<file path="config.mk">
export PLATFORM = sky130hd
export DESIGN_NAME = serial_deserializer_flat
export DESIGN_NICKNAME = d
export VERILOG_FILES = /design/src/rtl/shift_pkg.sv /design/src/rtl/serial_deserializer_if.sv /design/src/rtl/serial_deserializer_out_buf.sv /design/src/rtl/serial_deserializer.sv /design/src/flat_wrapper.sv
export SDC_FILE = /design/constraint.sdc
export NUM_CORES = 1
export LEC_CHECK = 0
export CAP_MARGIN = 20
export CORE_ASPECT_RATIO = 1.2
export CORE_MARGIN = 2
export CORE_UTILIZATION = 35
export CTS_CLUSTER_DIAMETER = 30
export DETAILED_ROUTE_END_ITERATION = 6
export GPL_ROUTABILITY_DRIVEN = 0
export PLACE_DENSITY = 0.62
export RECOVER_POWER = 50
export SLEW_MARGIN = 20
export SYNTH_ARGS = -nofsm -noshare
export SYNTH_HDL_FRONTEND = slang
export SYNTH_SLANG_ARGS = --single-unit
export TNS_END_PERCENT = 1
</file>
<file path="constraint.sdc">
create_clock -name clk -period 1.48 [get_ports clk]
set_input_delay 0.222 -clock clk [delete_from_list [all_inputs] [get_ports clk]]
set_output_delay 0.222 -clock clk [all_outputs]
set_load 0.03 [all_outputs]
</file>
<file path="src/rtl/shift_pkg.sv">
// Shared definitions for the shift-register family: fill direction and
// universal register mode encodings, so loopback benches can translate a
// transmitter mode into the receiver's msb_first setting.
package shift_pkg;

  // Fill direction of the receive collect register
  localparam logic DIR_LSB_FIRST = 1'b0;
  localparam logic DIR_MSB_FIRST = 1'b1;

  // Universal shift register mode encodings
  typedef enum logic [1:0] {
    MODE_HOLD        = 2'b00,
    MODE_SHIFT_RIGHT = 2'b01,
    MODE_SHIFT_LEFT  = 2'b10,
    MODE_LOAD        = 2'b11
  } shift_mode_e;

  // A shift-left transmitter emits its MSB first; everything else is
  // treated as LSB-first on the wire.
  function automatic logic mode_to_dir(input shift_mode_e mode);
    return (mode == MODE_SHIFT_LEFT) ? DIR_MSB_FIRST : DIR_LSB_FIRST;
  endfunction

endpackage

</file>
<file path="src/rtl/serial_deserializer_if.sv">
// Bundle of serial input, parallel valid/ready output and status signals
// for the serial deserializer. The master side drives serial bits and
// out_ready; the slave side is the receiver.
interface serial_deserializer_if #(
  parameter int N = 4
);
  localparam int CW = $clog2(N);

  logic          serial_in;
  logic          serial_valid;
  logic          msb_first;
  logic          frame_sync;
  logic          clr_overflow;
  logic [N-1:0]  parallel_out;
  logic          out_valid;
  logic          out_ready;
  logic          overflow;
  logic [CW-1:0] bit_count;

  modport master (
    output serial_in,
    output serial_valid,
    output msb_first,
    output frame_sync,
    output clr_overflow,
    output out_ready,
    input  parallel_out,
    input  out_valid,
    input  overflow,
    input  bit_count
  );

  modport slave (
    input  serial_in,
    input  serial_valid,
    input  msb_first,
    input  frame_sync,
    input  clr_overflow,
    input  out_ready,
    output parallel_out,
    output out_valid,
    output overflow,
    output bit_count
  );

endinterface

</file>
<file path="src/rtl/serial_deserializer_out_buf.sv">
// deser_out_buf: single-entry holding register with valid/ready output.
// A load is taken whenever the entry is free, including the cycle in which
// the current word is being popped; otherwise the load is reported as a drop
// and the held word is left untouched.
module deser_out_buf #(
  parameter int N = 4
) (
  input  logic         clk,
  input  logic         reset,
  input  logic         load,
  input  logic [N-1:0] load_data,
  input  logic         ready,
  output logic [N-1:0] data,
  output logic         valid,
  output logic         drop
);

  logic free;

  // Entry is free when empty or being consumed on this edge
  always_comb begin
    free = !valid || ready;
    drop = load && !free;
  end

  // Holding register: load has priority over a plain pop; data persists after a pop
  always_ff @(posedge clk or negedge reset) begin
    if (!reset) begin
      data  <= '0;
      valid <= 1'b0;
    end else if (load && free) begin
      data  <= load_data;
      valid <= 1'b1;
    end else if (valid && ready) begin
      valid <= 1'b0;
    end
  end

endmodule

</file>
<file path="src/rtl/serial_deserializer.sv">
// serial_deserializer: collects N serial bits into a word (MSB- or LSB-first
// fill, direction latched on bit 0 of each word) and hands completed words to
// a double-buffering holding register with a valid/ready output. A word that
// completes while the holding register is still occupied is dropped and
// flagged on the sticky overflow output.
module serial_deserializer
  import shift_pkg::*;
#(
  parameter int N = 4
) (
  input logic                 clk,
  input logic                 reset,
  serial_deserializer_if.slave bus
);

  localparam int            CW       = $clog2(N);
  localparam logic [CW-1:0] LAST_BIT = CW'(N - 1);

  logic [N-1:0]  collect_q;
  logic [CW-1:0] bit_count_q;
  logic          dir_q;
  logic          overflow_q;

  logic [N-1:0]  eff_collect;
  logic [CW-1:0] eff_count;
  logic          eff_dir;
  logic [N-1:0]  next_word;
  logic          word_done;
  logic          word_drop;

  // frame_sync restarts the word before this cycle's bit is considered, so the
  // bit arriving with it becomes bit 0 and latches a fresh direction.
  always_comb begin
    eff_count   = bus.frame_sync ? '0 : bit_count_q;
    eff_collect = bus.frame_sync ? '0 : collect_q;
    eff_dir     = (eff_count == '0) ? bus.msb_first : dir_q;
    if (eff_dir == DIR_MSB_FIRST) begin
      next_word = {eff_collect[N-2:0], bus.serial_in};
    end else begin
      next_word = {bus.serial_in, eff_collect[N-1:1]};
    end
    word_done = bus.serial_valid && (eff_count == LAST_BIT);
  end

  // Collect register, bit counter and latched direction
  always_ff @(posedge clk or negedge reset) begin
    if (!reset) begin
      collect_q   <= '0;
      bit_count_q <= '0;
      dir_q       <= DIR_LSB_FIRST;
    end else if (bus.serial_valid) begin
      if (eff_count == '0) begin
        dir_q <= bus.msb_first;
      end
      if (word_done) begin
        collect_q   <= '0;
        bit_count_q <= '0;
      end else begin
        collect_q   <= next_word;
        bit_count_q <= eff_count + CW'(1);
      end
    end else if (bus.frame_sync) begin
      collect_q   <= '0;
      bit_count_q <= '0;
    end
  end

  deser_out_buf #(
    .N(N)
  ) u_out_buf (
    .clk       (clk),
    .reset     (reset),
    .load      (word_done),
    .load_data (next_word),
    .ready     (bus.out_ready),
    .data      (bus.parallel_out),
    .valid     (bus.out_valid),
    .drop      (word_drop)
  );

  // Sticky overflow; a drop on the same edge as a clear keeps it set
  always_ff @(posedge clk or negedge reset) begin
    if (!reset) begin
      overflow_q <= 1'b0;
    end else if (word_drop) begin
      overflow_q <= 1'b1;
    end else if (bus.clr_overflow) begin
      overflow_q <= 1'b0;
    end
  end

  assign bus.bit_count = bit_count_q;
  assign bus.overflow  = overflow_q;

endmodule

</file>
<file path="src/flat_wrapper.sv">
// flat-port wrapper written by rule: the top's interface ports become plain ports
module serial_deserializer_flat import shift_pkg::*;
#(
  parameter int N = 4
)
  (clk, reset, bus_serial_in, bus_serial_valid, bus_msb_first, bus_frame_sync, bus_clr_overflow, bus_out_ready, bus_parallel_out, bus_out_valid, bus_overflow, bus_bit_count);
  serial_deserializer_if #(.N(N)) bus_i ();
  input logic clk;
  input logic reset;
  input wire logic [$bits(bus_i.serial_in)-1:0] bus_serial_in;
  input wire logic [$bits(bus_i.serial_valid)-1:0] bus_serial_valid;
  input wire logic [$bits(bus_i.msb_first)-1:0] bus_msb_first;
  input wire logic [$bits(bus_i.frame_sync)-1:0] bus_frame_sync;
  input wire logic [$bits(bus_i.clr_overflow)-1:0] bus_clr_overflow;
  input wire logic [$bits(bus_i.out_ready)-1:0] bus_out_ready;
  output wire logic [$bits(bus_i.parallel_out)-1:0] bus_parallel_out;
  output wire logic [$bits(bus_i.out_valid)-1:0] bus_out_valid;
  output wire logic [$bits(bus_i.overflow)-1:0] bus_overflow;
  output wire logic [$bits(bus_i.bit_count)-1:0] bus_bit_count;
  assign bus_i.serial_in = bus_serial_in;
  assign bus_i.serial_valid = bus_serial_valid;
  assign bus_i.msb_first = bus_msb_first;
  assign bus_i.frame_sync = bus_frame_sync;
  assign bus_i.clr_overflow = bus_clr_overflow;
  assign bus_i.out_ready = bus_out_ready;
  assign bus_parallel_out = bus_i.parallel_out;
  assign bus_out_valid = bus_i.out_valid;
  assign bus_overflow = bus_i.overflow;
  assign bus_bit_count = bus_i.bit_count;
  serial_deserializer #(.N(N)) u_core (.clk(clk), .reset(reset), .bus(bus_i));
endmodule
</file>
==> flow_metrics.env <==
export IMPL_layout_common_cells="11 x dfrtp_1, 9 x buf_4, 7 x inv_1, 7 x dlygate4sd2_1"
export IMPL_total_power_mw=1.15
export IMPL_htreeDepth=1
export IMPL_required_ps=1630
export IMPL_slew_headroom=0.517
export IMPL_synth_distinct_cells=21
export IMPL_setup_slack_ps=-56.5
export IMPL_antenna_found_initial=0
export IMPL_synth_top_family_by_area="multiplexers"
export IMPL_ioPinCount=16
export IMPL_synth_simple_area_share=0.157
export IMPL_synthToLayoutAreaGrowth_pct=44.6
export IMPL_worstSetupPathType="flop to flop"
export IMPL_die_h_um=51.0
export IMPL_fin_hold_ws_ps=355
export IMPL_max_clock_path_buffers=2
export IMPL_cts_tree="yes"
export IMPL_cts_inserted_buffers=3
export IMPL_synth_compound_area_frac=0.0659
export IMPL_post_route_min_period_ps=1540
export IMPL_drt_iter0_drc=1
export IMPL_syn_avg_cell_area_um2=11.5
export IMPL_final_setup_viol_count=7
export IMPL_syn_area_um2=646
export IMPL_combPwrFrac=0.390
export IMPL_critPathArrivalTime_ps=1690
export IMPL_final_common_cell="dfrtp_1"
export IMPL_yosys_warnings=0
export IMPL_max_freq_mhz=651
export IMPL_port_buffers=15
export IMPL_finalWirelength_um=1310
export IMPL_cp_max_fo=4
export IMPL_critPathCaptureType="flop"
export IMPL_ys_seq_area_frac=0.504
export IMPL_num_rows=17
export IMPL_post_place_ws_ps=-472
export IMPL_violations="negative setup slack"
export IMPL_slew_violations=0
export IMPL_grt_start_max_net_pins=14
export IMPL_clk_latency_ps=270
export IMPL_ys_ff_latch=13
export IMPL_die_area_um2=2210
export IMPL_fin_crit_sh=1.04
export IMPL_seqPwrFrac=0.420
export IMPL_fin_worst_skew_ps=4.98
export IMPL_final_hold_violation_count=0
export IMPL_cts_sinks=13
export IMPL_synthesis_nets=65
export IMPL_fin_util=0.522
export IMPL_vias=491
export IMPL_power_leakage_nw=0.459
export IMPL_drc_errors=0
export IMPL_dp_hpwl_um=999
export IMPL_rsz0062_at_grt="yes"
export IMPL_grt_overflow=0
export IMPL_powerDensity_nw_per_um2=1230
export IMPL_power_internal_mw=0.728
export IMPL_routedWlPerCell_um=12.8
export IMPL_cts_root_buf="clkbuf_4"
export IMPL_antenna_cells=0
export IMPL_synth_xor_area_frac=0.0136
export IMPL_synth_cells=56
export IMPL_fin_nets=93
export IMPL_grt_use_total=0.140
export IMPL_grt_pass1_vias=515
export IMPL_dieWidth_um=43.2
export IMPL_ir_drop_uv=643
export IMPL_switchingPower_mw=0.417
export IMPL_initial_core_util=0.361
export IMPL_status="finished, violations left"
export IMPL_swShare=0.364
export IMPL_tightest_slew_ps=725
export IMPL_hold_path_class="input port to flop"
export IMPL_drtPass1Iterations=4
export IMPL_vias_per_cell=4.81
export IMPL_drive_above_1_share=0.289
export IMPL_grt_pass1_wl_um=2260
export IMPL_max_cap_violations=0
export IMPL_antenna_left=0
export IMPL_clk_pin_slew_ps=80
export IMPL_synthAdderAreaFrac=0.0194
export IMPL_startpoint_type="flop"
export IMPL_core_area_um2=1790
export IMPL_pwr_share_clk=0.190
export IMPL_synth_mux_area_frac=0.176
[power by group through the flow]
stage                     Combinational, mW  Clock (mW)  Sequential, mW
after global placement                0.472           0           0.486
after floorplan                       0.131           0           0.619
after detailed placement              0.479           0           0.484
after CTS                             0.433       0.228           0.477
after global routing                  0.482       0.251           0.491
final                                 0.446       0.217           0.481
[critical path, stage by stage (launching register included)]
cell      delay [ps]
dfrtp_2          440
nand2b_4          90
ha_4             150
mux2i_4          320
mux2i_1          310
mux2i_1          110
[sequential cells by signal, summed over array words and instances, names as in the netlist]
name                    flops
u_core.collect_q            4
u_core.bus.bit_count        2
u_core.dir_q                1
u_core.bus.overflow         1
u_core.u_out_buf.data       4
u_core.u_out_buf.valid      1
[cell usage after synthesis]
library cell	instances	area, um^2
nor2_1	1	3.75
nor2b_2	1	8.76
inv_1	7	26.3
o22ai_1	1	6.26
o21ai_1	3	15.0
nand2_1	6	22.5
and2b_2	1	8.76
o211ai_1	1	7.51
nand2b_1	3	18.8
mux2i_1	8	80.1
nand4b_4	1	23.8
and2b_1	1	7.51
dfrtp_1	13	325
nand3b_1	1	7.51
mux2_2	1	11.3
o21ai_0	1	5.00
o32ai_1	1	8.76
xnor2_1	1	8.76
buf_4	2	15.0
ha_1	1	12.5
mux2i_4	1	22.5
[cell families after synthesis]
logic type | Yosys count
compound gates | 7
xor+xnor | 1
fa+ha+maj | 1
buf+inv | 9
flops | 13
mux | 10
simple gates | 15
[final timing paths]
path,from,end,slack [ps],cells past startpoint
max,u_core.bus.bit_count[0],u_core.u_out_buf.data[2],-60,5
min,bus_frame_sync,u_core.collect_q[2],350,3
max reg2reg,u_core.bus.bit_count[0],u_core.u_out_buf.data[2],-60,5
min reg2reg,u_core.collect_q[0],u_core.collect_q[0],520,2
max in group asynchronous,reset,u_core.bus.bit_count[0],470,2
min in group asynchronous,reset,u_core.collect_q[2],510,2
[stage by stage]
step | instances | instance area, um^2 | setup TNS [ps]
after floorplan | 56 | 651 | -703
after global placement | 97 | 877 | -3140
after detailed placement | 97 | 877 | -3650
after CTS | 101 | 893 | -1240
after global routing | 102 | 933 | -924
final | 102 | 933 | -234
[per-layer routing]
metal / share of wire / track usage
met1: 0.42 / 0.168
met3: 0.037 / 0.0247
met5: 0 / 0
met2: 0.52 / 0.234
met4: 0.019 / 0.0758
[cell type report]
cell class / instances / area (um^2)
flip-flops and latches: 13 / 328
well taps: 19 / 23.8
fillers: 178 / 853
multi-input cells: 34 / 314
clock buffers: 4 / 26.3
repair buffers: 25 / 215
inverters: 7 / 26.3
[repair_timing]
| action | in CTS | in global routing |
|---|---|---|
| buffers inserted | 0 | 1 |
| gates resized for setup | 8 | 7 |
| pin swaps | 0 | 2 |
| hold buffers | 0 | 0 |
| endpoints found under the setup margin | 16 | 8 |
(Power assumes the default switching activity.)
